[src/rtl/cpu_pio_arb_pkg.sv]
// Shared types and constants for the CPU output-PIO write arbiter.
package cpu_pio_arb_pkg;

    typedef enum logic [1:0] {
        OP_WRITE   = 2'b00,
        OP_SET     = 2'b01,
        OP_CLEAR   = 2'b10,
        OP_ILLEGAL = 2'b11
    } op_e;

    localparam logic [2:0] ADDR_DATA   = 3'd0;
    localparam logic [2:0] ADDR_OUTSET = 3'd4;
    localparam logic [2:0] ADDR_OUTCLR = 3'd5;

    typedef enum logic {
        ST_IDLE  = 1'b0,
        ST_ISSUE = 1'b1
    } state_e;

    function automatic logic [2:0] op_addr(input op_e op);
        case (op)
            OP_SET:   return ADDR_OUTSET;
            OP_CLEAR: return ADDR_OUTCLR;
            default:  return ADDR_DATA;
        endcase
    endfunction

endpackage

[src/rtl/cpu_pio_arbiter_if.sv]
// Requester handshake plus PIO s1 write port and shadow, shared by the arbiter and its users.
interface cpu_pio_arbiter_if #(
    parameter int unsigned NUM_REQ = 3,
    parameter int unsigned WIDTH   = 2
);
    logic [NUM_REQ-1:0]       req;
    logic [2*NUM_REQ-1:0]     req_op;
    logic [WIDTH*NUM_REQ-1:0] req_data;
    logic [NUM_REQ-1:0]       gnt;
    logic                     err;
    logic [2:0]               pio_address;
    logic                     pio_chipselect;
    logic                     pio_write_n;
    logic [31:0]              pio_writedata;
    logic [WIDTH-1:0]         shadow;

    modport master (
        output req, req_op, req_data,
        input  gnt, err, pio_address, pio_chipselect, pio_write_n, pio_writedata, shadow
    );

    modport slave (
        input  req, req_op, req_data,
        output gnt, err, pio_address, pio_chipselect, pio_write_n, pio_writedata, shadow
    );
endinterface

[src/rtl/cpu_pio_rr_picker.sv]
// Combinational winner select: masked requesters win lowest-index first, the rest round-robin from ptr.
module cpu_pio_rr_picker #(
    parameter int unsigned NUM_REQ = 3,
    localparam int unsigned IDX_W  = $clog2(NUM_REQ)
) (
    input  logic [NUM_REQ-1:0] req,
    input  logic [NUM_REQ-1:0] prio_mask,
    input  logic [IDX_W-1:0]   ptr,
    output logic               valid,
    output logic [NUM_REQ-1:0] onehot,
    output logic [IDX_W-1:0]   idx
);
    logic [NUM_REQ-1:0] hi;
    logic [NUM_REQ-1:0] rr;
    logic [IDX_W:0]     cand;

    always_comb begin
        hi     = req & prio_mask;
        rr     = req & ~prio_mask;
        valid  = 1'b0;
        idx    = '0;
        onehot = '0;
        cand   = '0;
        if (|hi) begin
            // Downward scan so the last hit is the lowest index.
            for (int unsigned k = NUM_REQ; k > 0; k--) begin
                if (hi[k-1]) idx = IDX_W'(k - 1);
            end
            valid = 1'b1;
        end else begin
            for (int unsigned k = 0; k < NUM_REQ; k++) begin
                cand = {1'b0, ptr} + (IDX_W+1)'(k);
                if (cand >= (IDX_W+1)'(NUM_REQ)) cand = cand - (IDX_W+1)'(NUM_REQ);
                if (!valid && rr[cand[IDX_W-1:0]]) begin
                    valid = 1'b1;
                    idx   = cand[IDX_W-1:0];
                end
            end
        end
        if (valid) onehot[idx] = 1'b1;
    end
endmodule

[src/rtl/cpu_pio_arbiter.sv]
// Arbitrates atomic write/set/clear requests onto the CPU PIO s1 port and keeps a shadow of its output.
// Define CPU_PIO_ARB_PRIO_EN to give requester 0 absolute priority over the round-robin group.
module cpu_pio_arbiter
    import cpu_pio_arb_pkg::*;
#(
    parameter int unsigned NUM_REQ = 3,
    parameter int unsigned WIDTH   = 2
) (
    input logic              clk,
    input logic              reset_n,
    cpu_pio_arbiter_if.slave bus
);
    localparam int unsigned IDX_W = $clog2(NUM_REQ);

`ifdef CPU_PIO_ARB_PRIO_EN
    localparam logic [NUM_REQ-1:0] PRIO_MASK = NUM_REQ'(1);
`else
    localparam logic [NUM_REQ-1:0] PRIO_MASK = '0;
`endif

    state_e             state_q, state_d;
    logic [IDX_W-1:0]   ptr_q, ptr_d;
    logic [IDX_W-1:0]   win_q, win_d;
    op_e                op_q, op_d;
    logic [WIDTH-1:0]   data_q, data_d;
    logic [WIDTH-1:0]   shadow_q, shadow_d;
    logic [NUM_REQ-1:0] gnt_q, gnt_d;
    logic               err_q, err_d;
    logic               cs_q, cs_d;
    logic               wr_n_q, wr_n_d;
    logic [2:0]         addr_q, addr_d;
    logic [31:0]        wdata_q, wdata_d;

    logic               pick_valid;
    logic [NUM_REQ-1:0] pick_onehot;
    logic [IDX_W-1:0]   pick_idx;
    op_e                pick_op;
    logic [WIDTH-1:0]   pick_data;

    cpu_pio_rr_picker #(.NUM_REQ(NUM_REQ)) u_picker (
        .req       (bus.req),
        .prio_mask (PRIO_MASK),
        .ptr       (ptr_q),
        .valid     (pick_valid),
        .onehot    (pick_onehot),
        .idx       (pick_idx)
    );

    always_comb begin
        pick_op   = op_e'(bus.req_op[2*pick_idx +: 2]);
        pick_data = bus.req_data[WIDTH*pick_idx +: WIDTH];

        state_d  = state_q;
        ptr_d    = ptr_q;
        win_d    = win_q;
        op_d     = op_q;
        data_d   = data_q;
        shadow_d = shadow_q;
        gnt_d    = '0;
        err_d    = 1'b0;
        cs_d     = 1'b0;
        wr_n_d   = 1'b1;
        addr_d   = ADDR_DATA;
        wdata_d  = '0;

        case (state_q)
            ST_IDLE: begin
                if (pick_valid) begin
                    state_d = ST_ISSUE;
                    win_d   = pick_idx;
                    op_d    = pick_op;
                    data_d  = pick_data;
                    gnt_d   = pick_onehot;
                    if (pick_op == OP_ILLEGAL) begin
                        err_d = 1'b1;
                    end else begin
                        cs_d                 = 1'b1;
                        wr_n_d               = 1'b0;
                        addr_d               = op_addr(pick_op);
                        wdata_d[WIDTH-1:0]   = pick_data;
                    end
                end
            end
            ST_ISSUE: begin
                state_d = ST_IDLE;
                case (op_q)
                    OP_WRITE: shadow_d = data_q;
                    OP_SET:   shadow_d = shadow_q | data_q;
                    OP_CLEAR: shadow_d = shadow_q & ~data_q;
                    default:  ;
                endcase
                // A priority-class winner leaves the round-robin position untouched.
                if (!PRIO_MASK[win_q]) begin
                    if (int'(win_q) == NUM_REQ - 1) ptr_d = '0;
                    else                           ptr_d = win_q + 1'b1;
                end
            end
            default: state_d = ST_IDLE;
        endcase
    end

    always_ff @(posedge clk or negedge reset_n) begin
        if (!reset_n) begin
            state_q  <= ST_IDLE;
            ptr_q    <= '0;
            win_q    <= '0;
            op_q     <= OP_WRITE;
            data_q   <= '0;
            shadow_q <= '0;
            gnt_q    <= '0;
            err_q    <= 1'b0;
            cs_q     <= 1'b0;
            wr_n_q   <= 1'b1;
            addr_q   <= ADDR_DATA;
            wdata_q  <= '0;
        end else begin
            state_q  <= state_d;
            ptr_q    <= ptr_d;
            win_q    <= win_d;
            op_q     <= op_d;
            data_q   <= data_d;
            shadow_q <= shadow_d;
            gnt_q    <= gnt_d;
            err_q    <= err_d;
            cs_q     <= cs_d;
            wr_n_q   <= wr_n_d;
            addr_q   <= addr_d;
            wdata_q  <= wdata_d;
        end
    end

    assign bus.gnt            = gnt_q;
    assign bus.err            = err_q;
    assign bus.pio_chipselect = cs_q;
    assign bus.pio_write_n    = wr_n_q;
    assign bus.pio_address    = addr_q;
    assign bus.pio_writedata  = wdata_q;
    assign bus.shadow         = shadow_q;
endmodule
[src/flat_wrapper.sv]
// flat-port wrapper written by rule: the top's interface ports become plain ports
module cpu_pio_arbiter_flat import cpu_pio_arb_pkg::*;
#(
    parameter int unsigned NUM_REQ = 3,
    parameter int unsigned WIDTH   = 2
)
  (clk, reset_n, bus_req, bus_req_op, bus_req_data, bus_gnt, bus_err, bus_pio_address, bus_pio_chipselect, bus_pio_write_n, bus_pio_writedata, bus_shadow);
  cpu_pio_arbiter_if #(.NUM_REQ(NUM_REQ), .WIDTH(WIDTH)) bus_i ();
  input logic clk;
  input logic reset_n;
  input wire logic [$bits(bus_i.req)-1:0] bus_req;
  input wire logic [$bits(bus_i.req_op)-1:0] bus_req_op;
  input wire logic [$bits(bus_i.req_data)-1:0] bus_req_data;
  output wire logic [$bits(bus_i.gnt)-1:0] bus_gnt;
  output wire logic [$bits(bus_i.err)-1:0] bus_err;
  output wire logic [$bits(bus_i.pio_address)-1:0] bus_pio_address;
  output wire logic [$bits(bus_i.pio_chipselect)-1:0] bus_pio_chipselect;
  output wire logic [$bits(bus_i.pio_write_n)-1:0] bus_pio_write_n;
  output wire logic [$bits(bus_i.pio_writedata)-1:0] bus_pio_writedata;
  output wire logic [$bits(bus_i.shadow)-1:0] bus_shadow;
  assign bus_i.req = bus_req;
  assign bus_i.req_op = bus_req_op;
  assign bus_i.req_data = bus_req_data;
  assign bus_gnt = bus_i.gnt;
  assign bus_err = bus_i.err;
  assign bus_pio_address = bus_i.pio_address;
  assign bus_pio_chipselect = bus_i.pio_chipselect;
  assign bus_pio_write_n = bus_i.pio_write_n;
  assign bus_pio_writedata = bus_i.pio_writedata;
  assign bus_shadow = bus_i.shadow;
  cpu_pio_arbiter #(.NUM_REQ(NUM_REQ), .WIDTH(WIDTH)) u_core (.clk(clk), .reset_n(reset_n), .bus(bus_i));
endmodule
[config.mk]
export PLATFORM = sky130hd
export DESIGN_NAME = cpu_pio_arbiter_flat
export DESIGN_NICKNAME = d
export VERILOG_FILES = /design/src/rtl/cpu_pio_arb_pkg.sv /design/src/rtl/cpu_pio_arbiter_if.sv /design/src/rtl/cpu_pio_rr_picker.sv /design/src/rtl/cpu_pio_arbiter.sv /design/src/flat_wrapper.sv
export SDC_FILE = /design/constraint.sdc
export NUM_CORES = 1
export LEC_CHECK = 0
export BUFFER_PORTS_ARGS = -buffer_cell sky130_fd_sc_hd__buf_2
export CORE_MARGIN = 2
export CORE_UTILIZATION = 52
export DETAILED_ROUTE_END_ITERATION = 8
export GPL_TIMING_DRIVEN = 0
export HOLD_SLACK_MARGIN = 0.02
export PLACE_DENSITY = 0.91
export SYNTH_ARGS = -nofsm -noshare
export SYNTH_HDL_FRONTEND = slang
export SYNTH_HIERARCHICAL = 1
export SYNTH_SLANG_ARGS = --single-unit
[constraint.sdc]
create_clock -name clk -period 5.3 [get_ports clk]
set_input_delay 0.53 -clock clk [delete_from_list [all_inputs] [get_ports clk]]
set_output_delay 0.53 -clock clk [all_outputs]
set_load 0.1 [all_outputs]
==> impl_metrics.json, run 1 <==
{
  "status": "finished clean",
  "synth-seq-cells": 21,
  "cts_buffers": 3,
  "fp-row-count": 19,
  "grt_max_degree": 22,
  "die_x_microns": 57.9,
  "drive_gt1_share_pct": 35.7,
  "crit_buf_inv": 3,
  "drv_cap": 0,
  "vdd_drop_max_mv": 0.624,
  "synth_warnings": 6,
  "finalSetupViolations": 0,
  "placed_area_sq_um": 1830,
  "p_leak_uw": 0.00104,
  "wl_mm": 2.54,
  "cts_resized": 0,
  "synthCells": 154,
  "cts_root_buffer": "clkbuf_4",
  "netlist_area_sq_um": 1510,
  "seq_area_frac_synth_pct": 34.9,
  "grt_pass1_vias": 1060,
  "synth.avg_cell_area_sq_um": 9.81,
  "clk_pin_slew_ns": 0.11,
  "cts_tree": "yes",
  "grt_overflow": 0,
  "cts_setup_buffers": 0,
  "min_period_ns": 3.04,
  "crit_fanout": 7,
  "critPathKind": "flop to flop",
  "fin_nets": 251,
  "layout_common_cells": "39 x conb_1, 32 x buf_4, 28 x buf_2, 20 x dfrtp_1, 11 x nand2_1",
  "min_period_over_period_pct": 57.3,
  "cts_hold_buffers": 0,
  "diodes": 0,
  "dp_hpwl_mm": 2.09,
  "hold_path.class": "primary input to async pin",
  "cp_slowest_cell": "dfrtp_1",
  "cp_cell_sequence": "inv_1 > ha_1 > nor2b_2 > o21ai_4 > a221o_2 > a31oi_2 > buf_6 > mux2i_1 > a2bb2oi_2 > inv_1 > ha_1 > nor2_1 > and2_1",
  "rsz0062_at_grt": "false",
  "initial_core_util_pct": 54.8,
  "crit_path_max_incr_delay_ns": 0.41,
  "setup_tns_ns": 0,
  "routedWlPerCell_microns": 9.96,
  "worst_slew_pin_slew_ns": 0.688,
  "cts-htree-levels": 1,
  "max-slew-margin-rel_pct": 54.0,
  "skew_ns": 0.00555,
  "stdcell_count": 255,
  "drc": 0,
  "grt_pass1_wl_mm": 4.26,
  "port_buffers": 28,
  "core_area_sq_um": 2760,
  "io_pins": 60,
  "cp_top_family": "compound AO/OA/AOI/OAI gates",
  "syn_to_final_growth_pct": 23.0,
  "ys_types": 41,
  "die_h_microns": 57.9,
  "dp.cells": 251,
  "gp_congestion": 0.780,
  "vias": 1152,
  "vias_per_cell": 4.52,
  "critPathRequiredTime_ns": 5.54,
  "hold_viol": 0,
  "cts_buffer_depth": 2,
  "final_area_sq_um": 1860,
  "crit_path_start_kind": "flop",
  "endpoint_kind": "flop",
  "dr.pass1.iters": 4,
  "cts.sinks": 21,
  "mostFrequentLayoutCell": "conb_1",
  "antenna_found_initial": 0,
  "antenna_left": 0,
  "drt_iter0_drc": 17,
  "p_per_area_nw_per_um2": 581,
  "arrival_ns": 3.28,
  "dieArea_sq_um": 3350,
  "clk-insertion-delay-late_ns": 0.30,
  "fmax_mhz": 329,
  "globalRouteTotalUtil_pct": 16.4,
  "maxSlewViolCount": 0
}
## area by class of cell
| cell class | instances | area (sq um) |
|---|---|---|
| multi-input combinational | 129 | 842 |
| sequential | 21 | 527 |
| timing repair buffer | 28 | 140 |
| buffer | 33 | 251 |
| tap | 31 | 38.8 |
| clock buffer | 4 | 26.3 |
| fill | 211 | 898 |
| inverter | 9 | 33.8 |
## worst paths after layout
kind / start / to / slack [ns] / cells past startpoint
setup / recovery: u_core/ptr_q[0] / u_core/bus.pio_writedata[1] / 2.26 / 13
min in group clk: u_core/bus.shadow[1] / u_core/bus.shadow[1] / 0.53 / 2
setup reg to reg: u_core/ptr_q[0] / u_core/bus.pio_writedata[1] / 2.26 / 13
hold / removal: reset_n / u_core/bus.gnt[0] / 0.15 / 1
hold reg to reg: u_core/bus.shadow[1] / u_core/bus.shadow[1] / 0.53 / 2
max in group asynchronous: reset_n / u_core/bus.pio_write_n / 4.81 / 1
## cells in the mapped netlist (all sizes together)
cell type	count	share of area, %
and2	7	2.9
a21boi	1	0.50
a211oi	1	0.50
dfstp	1	1.7
or3	1	0.74
inv	9	2.2
nor2b	8	4.1
dfrtp	20	33
ha	9	7.5
mux2i	5	3.3
nand4	1	0.41
nand3	1	0.33
nand3b	2	0.99
a21oi	5	1.7
nand2	11	2.7
nor2	7	1.7
and2b	1	0.50
a221o	1	0.74
a31oi	2	1.2
nand2b	3	1.7
o211ai	2	0.99
a2bb2oi	1	0.99
and3	1	0.41
a22o	1	0.58
buf	33	17
o21bai	1	0.50
nor3b	2	1.3
mux2	5	4.0
conb	1	0.25
nand4b	2	1.2
o2bb2ai	3	1.7
o21ai	6	2.7
## cell families (layout without fill, tap and decap cells)
group,after synthesis,in the layout,share of synthesized area [%]
simple gates,47,47,19.1
buf+inv,42,74,18.9
compound gates,24,24,12.2
flops,21,21,34.9
mux,10,10,7.28
fa+ha+maj,9,9,7.45
other cells,1,39,0.248
## power by group
| group | leakage (uW) | internal (uW) | switching, uW |
|---|---|---|---|
| Combinational | 0.000758 | 203 | 535 |
| Clock | 0.0000150 | 29.3 | 44.8 |
| Sequential | 0.000264 | 228 | 41.5 |
| Total | 0.00104 | 460 | 621 |
## sequential cells by signal, summed over array words and instances, names as in the netlist
signal	cells
u_core/bus.pio_write_n	1
u_core/bus.gnt	3
u_core/bus.pio_address	2
u_core/win_q	2
u_core/ptr_q	2
u_core/data_q	2
u_core/op_q	2
u_core/bus.shadow	2
u_core/bus.pio_chipselect	1
u_core/bus.pio_writedata	2
u_core/state_q	1
u_core/bus.err	1
## through the flow
| step | power (uW) | hold WS (ns) | util (%) | setup slack, ns |
|---|---|---|---|---|
| 4_1_cts | 1080 | 0.169 | 67.4 | 2.25 |
| 2_1_floorplan | 907 | 0.234 | - | 2.59 |
| 3_5_place_dp | 1010 | 0.493 | 66.5 | 2.29 |
| 6_report | 1080 | 0.154 | 67.4 | 2.26 |
| 3_3_place_gp | 991 | 0.485 | 66.5 | 2.37 |
| 5_1_grt | 1150 | 0.191 | 67.4 | 2.02 |
## layer usage
| layer | vias up | wire (microns) | track usage (%) | part of all wire, % |
|---|---|---|---|---|
| met5 | - | 0 | 0 | 0 |
| met3 | 5 | 145 | 2.23 | 5.7 |
| met1 | 517 | 1020 | 17.9 | 40 |
| li1 | 592 | - | - | - |
| met4 | 0 | 41 | 6.64 | 1.6 |
| met2 | 38 | 1330 | 31.5 | 52 |
Note: power is estimated with default switching activity, not from simulation.
==> inputs of run 2 (changes only) <==
- CORE_UTILIZATION: 52 -> 48
- PLACE_DENSITY: 0.91 -> 0.85
- clock period: 5.3 -> 3.1 ns (I/O delays scaled with it)
==> impl_metrics.json, run 2 (synthesis results as in run 1) <==
{
  "status": "finished clean",
  "min_period_ns": 2.96,
  "gp_congestion": 0.765,
  "whs_ns": 0.369,
  "dp.cells": 264,
  "port_buffers": 28,
  "dp_hpwl_mm": 1.94,
  "io_pins": 60,
  "cts-htree-levels": 1,
  "power_frac_comb_pct": 69.1,
  "endpoint_kind": "flop",
  "grt_pass1_vias": 917,
  "crit_path_start_kind": "flop",
  "wl_mm": 2.56,
  "drt_iter0_drc": 31,
  "p_per_area_nw_per_um2": 973,
  "crit_fanout": 7,
  "arrival_ns": 3.20,
  "switching_share_pct": 56.9,
  "cts_buffers": 3,
  "clk_pin_slew_ns": 0.11,
  "initial_core_util_pct": 49.9,
  "mostFrequentLayoutCell": "conb_1",
  "fmax_mhz": 338,
  "clk-insertion-delay-late_ns": 0.29,
  "die_h_microns": 60.1,
  "hold_viol": 0,
  "min_period_over_period_pct": 95.5,
  "vias_per_cell": 4.25,
  "maxSlewViolCount": 0,
  "power.share.sequential_pct": 24.2,
  "p_leak_uw": 0.00107,
  "grt_max_degree": 22,
  "globalRouteTotalUtil_pct": 13.3,
  "die_x_microns": 60.1,
  "vias": 1168,
  "drc": 0,
  "fin_nets": 258,
  "skew_ns": 0.00107,
  "drv_cap": 0,
  "stdcell_count": 275,
  "critPathKind": "flop to flop",
  "diodes": 0,
  "finalSetupViolations": 0,
  "routedWlPerCell_microns": 9.31,
  "drive_gt1_share_pct": 37.7,
  "clockPowerShare_pct": 6.7,
  "cts_tree": "yes",
  "vdd_drop_max_mv": 0.349,
  "fp-row-count": 20,
  "cts.sinks": 21,
  "cts_buffer_depth": 2,
  "core_area_sq_um": 3030,
  "cts_root_buffer": "clkbuf_4",
  "p_int_uw": 810,
  "layout_common_cells": "39 x conb_1, 38 x buf_4, 28 x buf_2, 20 x dfrtp_1, 11 x nand2_1",
  "hold_path.class": "primary input to flop",
  "dr.pass1.iters": 4,
  "largest_reg_flops": 3,
  "dieArea_sq_um": 3610,
  "critPathRequiredTime_ns": 3.34,
  "power_switching_uw": 1070,
  "antenna_found_initial": 0,
  "antenna_left": 0,
  "nFillCells": 251,
  "grt_overflow": 0,
  "grt_pass1_wl_mm": 3.71,
  "syn_to_final_growth_pct": 27.9
}
## run 2: area by class of cell
class	count	area [sq um]	share of cell area, %
multi-input combinational	129	845	43.7
inverter	9	33.8	1.75
clock buffer	4	26.3	1.36
buffer	33	251	13.0
tap	44	55.1	2.85
timing repair buffer	35	195	10.1
sequential	21	527	27.2
## run 2: critical path, cell delays in order, from the launching register on
cell       delay, ns
dfrtp_1         0.40
inv_1           0.07
ha_1            0.38
nor2b_2         0.18
o21ai_4         0.09
a221o_2         0.32
a31oi_2         0.25
buf_6           0.18
mux2i_1         0.25
a2bb2oi_2       0.19
inv_1           0.06
ha_1            0.21
nor2_2          0.17
and2_1          0.15
## run 2: metrics by stage
stage	setup WS (ns)	setup TNS (ns)	instance area, sq um	power [uW]	util (%)
2_1_floorplan	0.388	0	1650	1550	-
3_3_place_gp	0.150	0	1850	1690	61.1
3_5_place_dp	0.0820	0	1850	1720	61.1
4_1_cts	0.0716	0	1890	1850	62.3
5_1_grt	-0.0900	-0.161	1930	2000	63.8
6_report	0.138	0	1930	1880	63.8
## run 2: final timing paths
path                                       from                          end  slack [ns]  depth (start not counted)
worst min register to register  u_core/win_q[1]              u_core/win_q[1]        0.52                          2
min in group asynchronous               reset_n  u_core/bus.pio_writedata[0]        0.49                          2
max in group asynchronous               reset_n       u_core/bus.pio_write_n        2.28                          2
worst max register to register  u_core/ptr_q[0]  u_core/bus.pio_writedata[1]        0.14                         13
worst min-delay path            bus_req_data[3]  u_core/bus.pio_writedata[1]        0.37                          3
worst max-delay path            u_core/ptr_q[0]  u_core/bus.pio_writedata[1]        0.14                         13
## run 2: power groups by stage
stage | Clock, uW | Sequential, uW | Combinational [uW]
floorplan | 0 | 886 | 664
global placement | 0 | 457 | 1240
detailed placement | 0 | 461 | 1260
CTS | 130 | 456 | 1260
global route | 141 | 472 | 1390
finish | 126 | 455 | 1300
## run 2: layer usage
layer,global-route usage [%],vias up,routed length [microns]
li1,-,602,-
met1,16.5,516,1040
met2,23.3,42,1330
met3,1.95,8,142
met4,4.76,0,51
met5,0,-,0
## run 2: what timing repair did
action                                  in CTS  in global routing
hold buffers                                 1                  0
buffers inserted                             0                  6
endpoints found under the setup margin       0                  5
gates resized for setup                      0                  1
endpoints found under the hold margin       20                  0
